--- config.mk ---
export PLATFORM = sky130hd
export DESIGN_NAME = wir_ctrl
export DESIGN_NICKNAME = d
export VERILOG_FILES = /design/src/rtl/wir_ctrl.sv
export SDC_FILE = /design/constraint.sdc
export NUM_CORES = 1
export LEC_CHECK = 0
export BUFFER_PORTS_ARGS = -buffer_cell sky130_fd_sc_hd__buf_2
export CORE_ASPECT_RATIO = 0.9
export CORE_UTILIZATION = 51
export CTS_CLUSTER_DIAMETER = 150
export DETAILED_ROUTE_END_ITERATION = 10
export PLACE_DENSITY_LB_ADDON = 0.25
export SLEW_MARGIN = 10
export SYNTH_ARGS = -nofsm -noshare
export SYNTH_HDL_FRONTEND = slang
export SYNTH_SLANG_ARGS = --single-unit
--- constraint.sdc ---
create_clock -name CLK -period 2.5 [get_ports CLK]
set_input_delay 0.5 -clock CLK [delete_from_list [all_inputs] [get_ports CLK]]
set_output_delay 0.5 -clock CLK [all_outputs]
set_load 0.02 [all_outputs]
--- src/rtl/wir_ctrl.sv ---
`default_nettype none
// ============================================================================
//  Module   : wir_ctrl
//  Brief    : IEEE 1500 wrapper instruction register (WIR), wrapper bypass
//             register (WBY) and serial control decoder for the input wrapper
//             boundary register chain. Drives wse_inputs / hold_inputs,
//             selects WSO and flags misuse of the WSC strobes.
//  Revision : 1.0 - initial release
// ============================================================================
module wir_ctrl #(
    parameter int unsigned              WIR_WIDTH   = 3,
    parameter logic [WIR_WIDTH-1:0]     CAPTURE_VAL = {{(WIR_WIDTH-1){1'b0}}, 1'b1}
) (
    input  logic                    CLK,
    input  logic                    resetn,        // synchronous, active-high
    input  logic                    WSI,
    input  logic                    SelectWIR,
    input  logic                    CaptureWR,
    input  logic                    ShiftWR,
    input  logic                    UpdateWR,
    input  logic                    WBR_SO,
    output logic                    WSO,
    output logic                    wse_inputs,
    output logic                    hold_inputs,
    output logic                    wbr_sel,
    output logic                    core_in_mode,
    output logic                    core_out_mode,
    output logic                    safe_state,
    output logic [WIR_WIDTH-1:0]    wir_q,
    output logic                    wsc_err
);

    // ------------------------------------------------------------------------
    // Opcodes and constants
    // ------------------------------------------------------------------------
    localparam logic [WIR_WIDTH-1:0] c_OP_BYPASS  = WIR_WIDTH'(0);
    localparam logic [WIR_WIDTH-1:0] c_OP_EXTEST  = WIR_WIDTH'(1);
    localparam logic [WIR_WIDTH-1:0] c_OP_INTEST  = WIR_WIDTH'(2);
    localparam logic [WIR_WIDTH-1:0] c_OP_PRELOAD = WIR_WIDTH'(3);
    localparam logic [WIR_WIDTH-1:0] c_OP_SAFE    = WIR_WIDTH'(4);
    localparam logic [3:0]           c_CNT_MAX    = 4'd15;

    // Strobe-sequence tracker states
    typedef enum logic [1:0] {
        ST_IDLE  = 2'd0,
        ST_CAP   = 2'd1,
        ST_SHIFT = 2'd2,
        ST_UPD   = 2'd3
    } wsc_state_t;

    // ------------------------------------------------------------------------
    // Registers
    // ------------------------------------------------------------------------
    logic [WIR_WIDTH-1:0]   r_stage;       // WIR shift stage
    logic [WIR_WIDTH-1:0]   r_wir_q;       // WIR update stage (active instruction)
    logic [3:0]             r_shift_cnt;   // shifts seen since last WIR capture
    logic                   r_wby;         // wrapper bypass bit
    logic                   r_err;         // sticky protocol error
    logic                   r_sel_prev;    // SelectWIR seen on the last legal cycle
    wsc_state_t             r_wir_state;
    wsc_state_t             r_dr_state;

    // ------------------------------------------------------------------------
    // Wires
    // ------------------------------------------------------------------------
    logic                   w_illegal;
    logic                   w_sel_chg;
    logic                   w_upd_ok;
    logic                   w_dr_active;
    logic                   w_wbr_sel;
    logic                   w_core_in;
    logic                   w_core_out;
    logic                   w_safe;
    wsc_state_t             w_wir_base;
    wsc_state_t             w_dr_base;
    wsc_state_t             w_wir_state_nxt;
    wsc_state_t             w_dr_state_nxt;

    // More than one strobe in the same cycle is a protocol violation.
    assign w_illegal = (CaptureWR & ShiftWR) | (CaptureWR & UpdateWR) | (ShiftWR & UpdateWR);

    // A change of path restarts both sequence trackers from IDLE.
    assign w_sel_chg = (SelectWIR != r_sel_prev);

    // An update is accepted only after at least a full WIR length of shifts.
    assign w_upd_ok  = (32'(r_shift_cnt) >= WIR_WIDTH);

    // WBR cells only see capture/shift when a WBR instruction is active on
    // the data-register path and the strobes are well-formed.
    assign w_dr_active = ~w_illegal & ~SelectWIR & w_wbr_sel;

    // ------------------------------------------------------------------------
    // Strobe-sequence next state for one tracker. Capture is accepted from
    // IDLE and from UPD, since UPD falls through to IDLE anyway.
    // ------------------------------------------------------------------------
    function automatic wsc_state_t f_next(input wsc_state_t cur,
                                          input logic cap,
                                          input logic sh,
                                          input logic upd);
        wsc_state_t nxt;
        nxt = cur;
        if (upd) begin
            nxt = ST_UPD;
        end else if (sh && (cur == ST_CAP || cur == ST_SHIFT)) begin
            nxt = ST_SHIFT;
        end else if (cap && (cur == ST_IDLE || cur == ST_UPD)) begin
            nxt = ST_CAP;
        end else if (!cap && !sh && cur == ST_UPD) begin
            nxt = ST_IDLE;
        end
        return nxt;
    endfunction

    // Next-state logic for the WIR and DR sequence trackers.
    always_comb begin
        w_wir_base      = w_sel_chg ? ST_IDLE : r_wir_state;
        w_dr_base       = w_sel_chg ? ST_IDLE : r_dr_state;
        w_wir_state_nxt = r_wir_state;
        w_dr_state_nxt  = r_dr_state;
        if (!w_illegal) begin
            if (SelectWIR) begin
                w_wir_state_nxt = f_next(w_wir_base, CaptureWR, ShiftWR, UpdateWR);
                w_dr_state_nxt  = w_dr_base;
            end else begin
                w_wir_state_nxt = w_wir_base;
                w_dr_state_nxt  = f_next(w_dr_base, CaptureWR, ShiftWR, UpdateWR);
            end
        end
    end

    // Tracker state registers; frozen on an illegal cycle.
    always_ff @(posedge CLK) begin
        if (resetn) begin
            r_wir_state <= ST_IDLE;
            r_dr_state  <= ST_IDLE;
            r_sel_prev  <= 1'b0;
        end else if (!w_illegal) begin
            r_wir_state <= w_wir_state_nxt;
            r_dr_state  <= w_dr_state_nxt;
            r_sel_prev  <= SelectWIR;
        end
    end

    // WIR shift stage, shift counter and update stage.
    always_ff @(posedge CLK) begin
        if (resetn) begin
            r_stage     <= '0;
            r_shift_cnt <= 4'd0;
            r_wir_q     <= c_OP_BYPASS;
        end else if (!w_illegal && SelectWIR) begin
            if (CaptureWR) begin
                r_stage     <= CAPTURE_VAL;
                r_shift_cnt <= 4'd0;
            end
            if (ShiftWR) begin
                r_stage <= {WSI, r_stage[WIR_WIDTH-1:1]};
                if (r_shift_cnt != c_CNT_MAX) begin
                    r_shift_cnt <= r_shift_cnt + 4'd1;
                end
            end
            if (UpdateWR && w_upd_ok) begin
                r_wir_q <= r_stage;
            end
        end
    end

    // Wrapper bypass register on the data-register path.
    always_ff @(posedge CLK) begin
        if (resetn) begin
            r_wby <= 1'b0;
        end else if (!w_illegal && !SelectWIR) begin
            if (CaptureWR) begin
                r_wby <= 1'b0;
            end else if (ShiftWR) begin
                r_wby <= WSI;
            end
        end
    end

    // Sticky error: overlapping strobes or a short-shifted WIR update.
    always_ff @(posedge CLK) begin
        if (resetn) begin
            r_err <= 1'b0;
        end else if (w_illegal) begin
            r_err <= 1'b1;
        end else if (SelectWIR && UpdateWR && !w_upd_ok) begin
            r_err <= 1'b1;
        end
    end

    // Instruction decode from the active instruction only; unknown codes bypass.
    always_comb begin
        w_wbr_sel  = 1'b0;
        w_core_in  = 1'b0;
        w_core_out = 1'b0;
        w_safe     = 1'b0;
        case (r_wir_q)
            c_OP_EXTEST: begin
                w_wbr_sel  = 1'b1;
                w_core_out = 1'b1;
            end
            c_OP_INTEST: begin
                w_wbr_sel = 1'b1;
                w_core_in = 1'b1;
            end
            c_OP_PRELOAD: begin
                w_wbr_sel = 1'b1;
            end
            c_OP_SAFE: begin
                w_safe = 1'b1;
            end
            default: begin
                w_wbr_sel = 1'b0;
            end
        endcase
    end

    // Serial output path selection.
    always_comb begin
        WSO = r_wby;
        if (SelectWIR) begin
            WSO = r_stage[0];
        end else if (w_wbr_sel) begin
            WSO = WBR_SO;
        end
    end

    // WBR cell controls are combinational so the cells act on the same edge.
    assign wse_inputs    = w_dr_active & ShiftWR;
    assign hold_inputs   = ~(w_dr_active & (ShiftWR | CaptureWR));

    assign wbr_sel       = w_wbr_sel;
    assign core_in_mode  = w_core_in;
    assign core_out_mode = w_core_out;
    assign safe_state    = w_safe;
    assign wir_q         = r_wir_q;
    assign wsc_err       = r_err;

endmodule
`default_nettype wire
==> results.ini <==
[sta]
finalSetupViolCount = 0
layout_min_cycle_time_ns = 2.039
slew_headroom_pct = 68.77
finClkSkew_ns = 0.005186
max_clock_freq_ghz = 0.4904
tightest_slew_ns = 0.4649
rsz0062_at_grt = no
period_share_pct = 81.56
finalHoldViolations = 0
fin_setup_tns_ns = 0
drv_slew = 0

[synthesis]
synth_enable_flop_cells = 0
synthCells = 86
netlist.top_cell.by_area = dfxtp_1
synth_top_area_share_pct = 31.07
ys.flop_type = dfxtp_1
synth_cell_types = 41
seq_area_frac_synth_pct = 31.07
synth_fa_ha_area_share_pct = 3.074
synth_top_family_by_area = simple AND/OR/NAND/NOR gates
synthMuxAreaShare_pct = 1.294
synth.net_count = 95
ys_ff_latch = 12
synth.avg_cell_area_um2 = 8.991
yosys_warnings = 0
syn_area_um2 = 773.2
synthSimpleGateAreaFrac_pct = 31.39
synth_compound_gate_area_share_pct = 24.76
synth.area.top_cells = dfxtp_1, a21oi_1, nand4bb_1
synth_xor_area_share_pct = 2.104
async_flop_share_pct = 0

[job]
cap_violations = 0

[pwr]
total_power_w = 0.0004135
ir_worst_vdd_v = 0.0003537
pwr_density_cell_nw_per_um2 = 472.2
leakage_nw = 0.3556

[grt]
grt_first_pass_wirelength_um = 2553
grt.total_usage_pct = 21.45
grt-ovfl-total = 0
antenna_found_initial = 0
grt_max_degree = 16
grt_pass1_vias = 565

[clock_tree]
clockRootBuffer = clkbuf_4
clk-insertion-delay-late_ns = 0.28
cts_tree = done
post_cts_buffers = 0
clock_path_buffers = 2
ctsResizeCount = 0
clk_pin_slew_ns = 0.09
cts_sinks = 12
cts_buffers = 3
cts-htree-levels = 1
cts_hold_buf = 0

[routing]
first_iter_violations = 24
drtAntennaViolNets = 0
firstDrtPassIters = 4
avgRoutedWirePerCell_um = 14.56
via_per_inst = 6.094
drc = 0
routed_wl_um = 1704
via_count = 713

[critical_path]
cp_max_fo = 6
r2r_end = wir_q[2]$_SDFFE_PP0P_
crit_path_end = hold_inputs
endpoint_kind = output pin
reg2reg_from = r_shift_cnt[0]$_SDFFE_PP0P_
r2r_cells = 4
critPathRequiredTime_ns = 2.00
crit_start = wir_q[2]$_SDFFE_PP0P_
start_kind = flip-flop
worst_ep_arrival_time_ns = 1.54
r2r_setup_slack_ns = 1.07
path_class = flip-flop to output pin

[cells_and_area]
area_growth_pct = 13.27
drive_gt1_share_pct = 27.18
design_area_um2 = 875.8
finalNonFillerCells = 117
antenna_cells = 0
layout.nets = 113
post-route-util_pct = 66.29

[placement]
numPlacedInstances = 113
gp_congestion = 0.7326
dp_hpwl_um = 1175
port_buffers = 18
post_dp_cell_area_um2 = 839.6

[floorplan]
chipHeight_um = 38.94
num_rows = 12
core_um2 = 1321
start_util_pct = 58.52
die_area_um2 = 1676
die_w_um = 43.05
io_pins = 19

[min_path]
hp-class = flip-flop to flip-flop

[status]
outcome = complete, no violations

-- Yosys cell counts, types with 2 or more instances --
| cell type | number |
|---|---|
| dfxtp_1 | 12 |
| a21oi_1 | 9 |
| o21ai_1 | 5 |
| nand2_1 | 4 |
| nor2_1 | 4 |
| nand2b_1 | 3 |
| nand3_1 | 3 |
| nand4bb_1 | 3 |
| nor3b_1 | 3 |
| o21ai_0 | 3 |
| buf_4 | 2 |
| buf_6 | 2 |
| inv_1 | 2 |
| nor4b_1 | 2 |
| o211ai_1 | 2 |
| or3_1 | 2 |
-- area by class of cell --
class	count	area, um^2
multi-input combinational	67	484.2
inverter	2	7.507
tap	14	17.52
fill	107	445.4
timing repair buffer	18	90.09
sequential	12	240.2
clock buffer	4	36.28
-- critical path: stages, from the launching register on --
cell and delay, ns:
dfxtp_1 0.36, o21bai_1 0.25, or4_1 0.48, buf_2 0.17
-- cell families (layout without fill, tap and decap cells) --
logic type,count (synthesis),after routing
fa+ha+maj,2,2
xor+xnor,1,1
compound gates,28,28
mux,1,1
flops,12,12
buf+inv,7,24
simple gates,35,35
-- per-layer routing --
metal / track usage (%) / up-vias / part of all wire (%) / wire (um)
li1: - / 364 / - / -
met1: 28.77 / 325 / 52 / 889
met2: 32.58 / 22 / 43 / 728
met3: 7.009 / 2 / 4.5 / 76
met4: 6.818 / 0 / 0.59 / 10
met5: 0 / - / 0 / 0
-- metrics by stage --
step	hold slack, ns	worst slack (ns)
finish	0.4756	0.4609
floorplan	0.4438	0.4492
global placement	0.4629	0.5456
detailed placement	0.4671	0.5379
global route	0.4710	0.4113
CTS	0.4686	0.4625
-- layout by cell type (no fill, tap or decap), types with 2 or more instances in the layout --
master,count
buf_2,18
dfxtp_1,12
a21oi_1,9
o21ai_1,5
nand2_1,4
nor2_1,4
nor3b_1,3
nand4bb_1,3
nand3_1,3
o21ai_0,3
nand2b_1,3
clkbuf_4,3
inv_1,2
nor4b_1,2
or3_1,2
o211ai_1,2
-- registers in the layout (all words and copies together), names as in the netlist --
name and count:
r_shift_cnt 4, r_stage 3, wir_q 3, r_wby 1
wsc_err 1
-- how the worst min path moves through the flow --
stage                                    to  depth (start not counted)               startpoint  slack (ns)
floorplan           r_stage[1]$_SDFFE_PP0P_                          2  r_stage[2]$_SDFFE_PP0P_        0.44
global route        r_stage[2]$_SDFFE_PP0P_                          3                      WSI        0.47
global placement       wsc_err$_SDFFE_PP0P_                          2     wsc_err$_SDFFE_PP0P_        0.46
CTS                 r_stage[2]$_SDFFE_PP0P_                          3                      WSI        0.47
detailed placement  r_stage[1]$_SDFFE_PP0P_                          2  r_stage[2]$_SDFFE_PP0P_        0.47
finish              r_stage[1]$_SDFFE_PP0P_                          2  r_stage[2]$_SDFFE_PP0P_        0.48
-- power breakdown --
part / leakage (nW) / total, W / switching [W] / internal, W
Combinational: 0.237 / 0.0000537 / 0.0000321 / 0.0000217
Sequential: 0.0973 / 0.000199 / 0.00000366 / 0.000195
Clock: 0.0210 / 0.000161 / 0.0000723 / 0.0000886
Power figures use the tool's default switching activity.
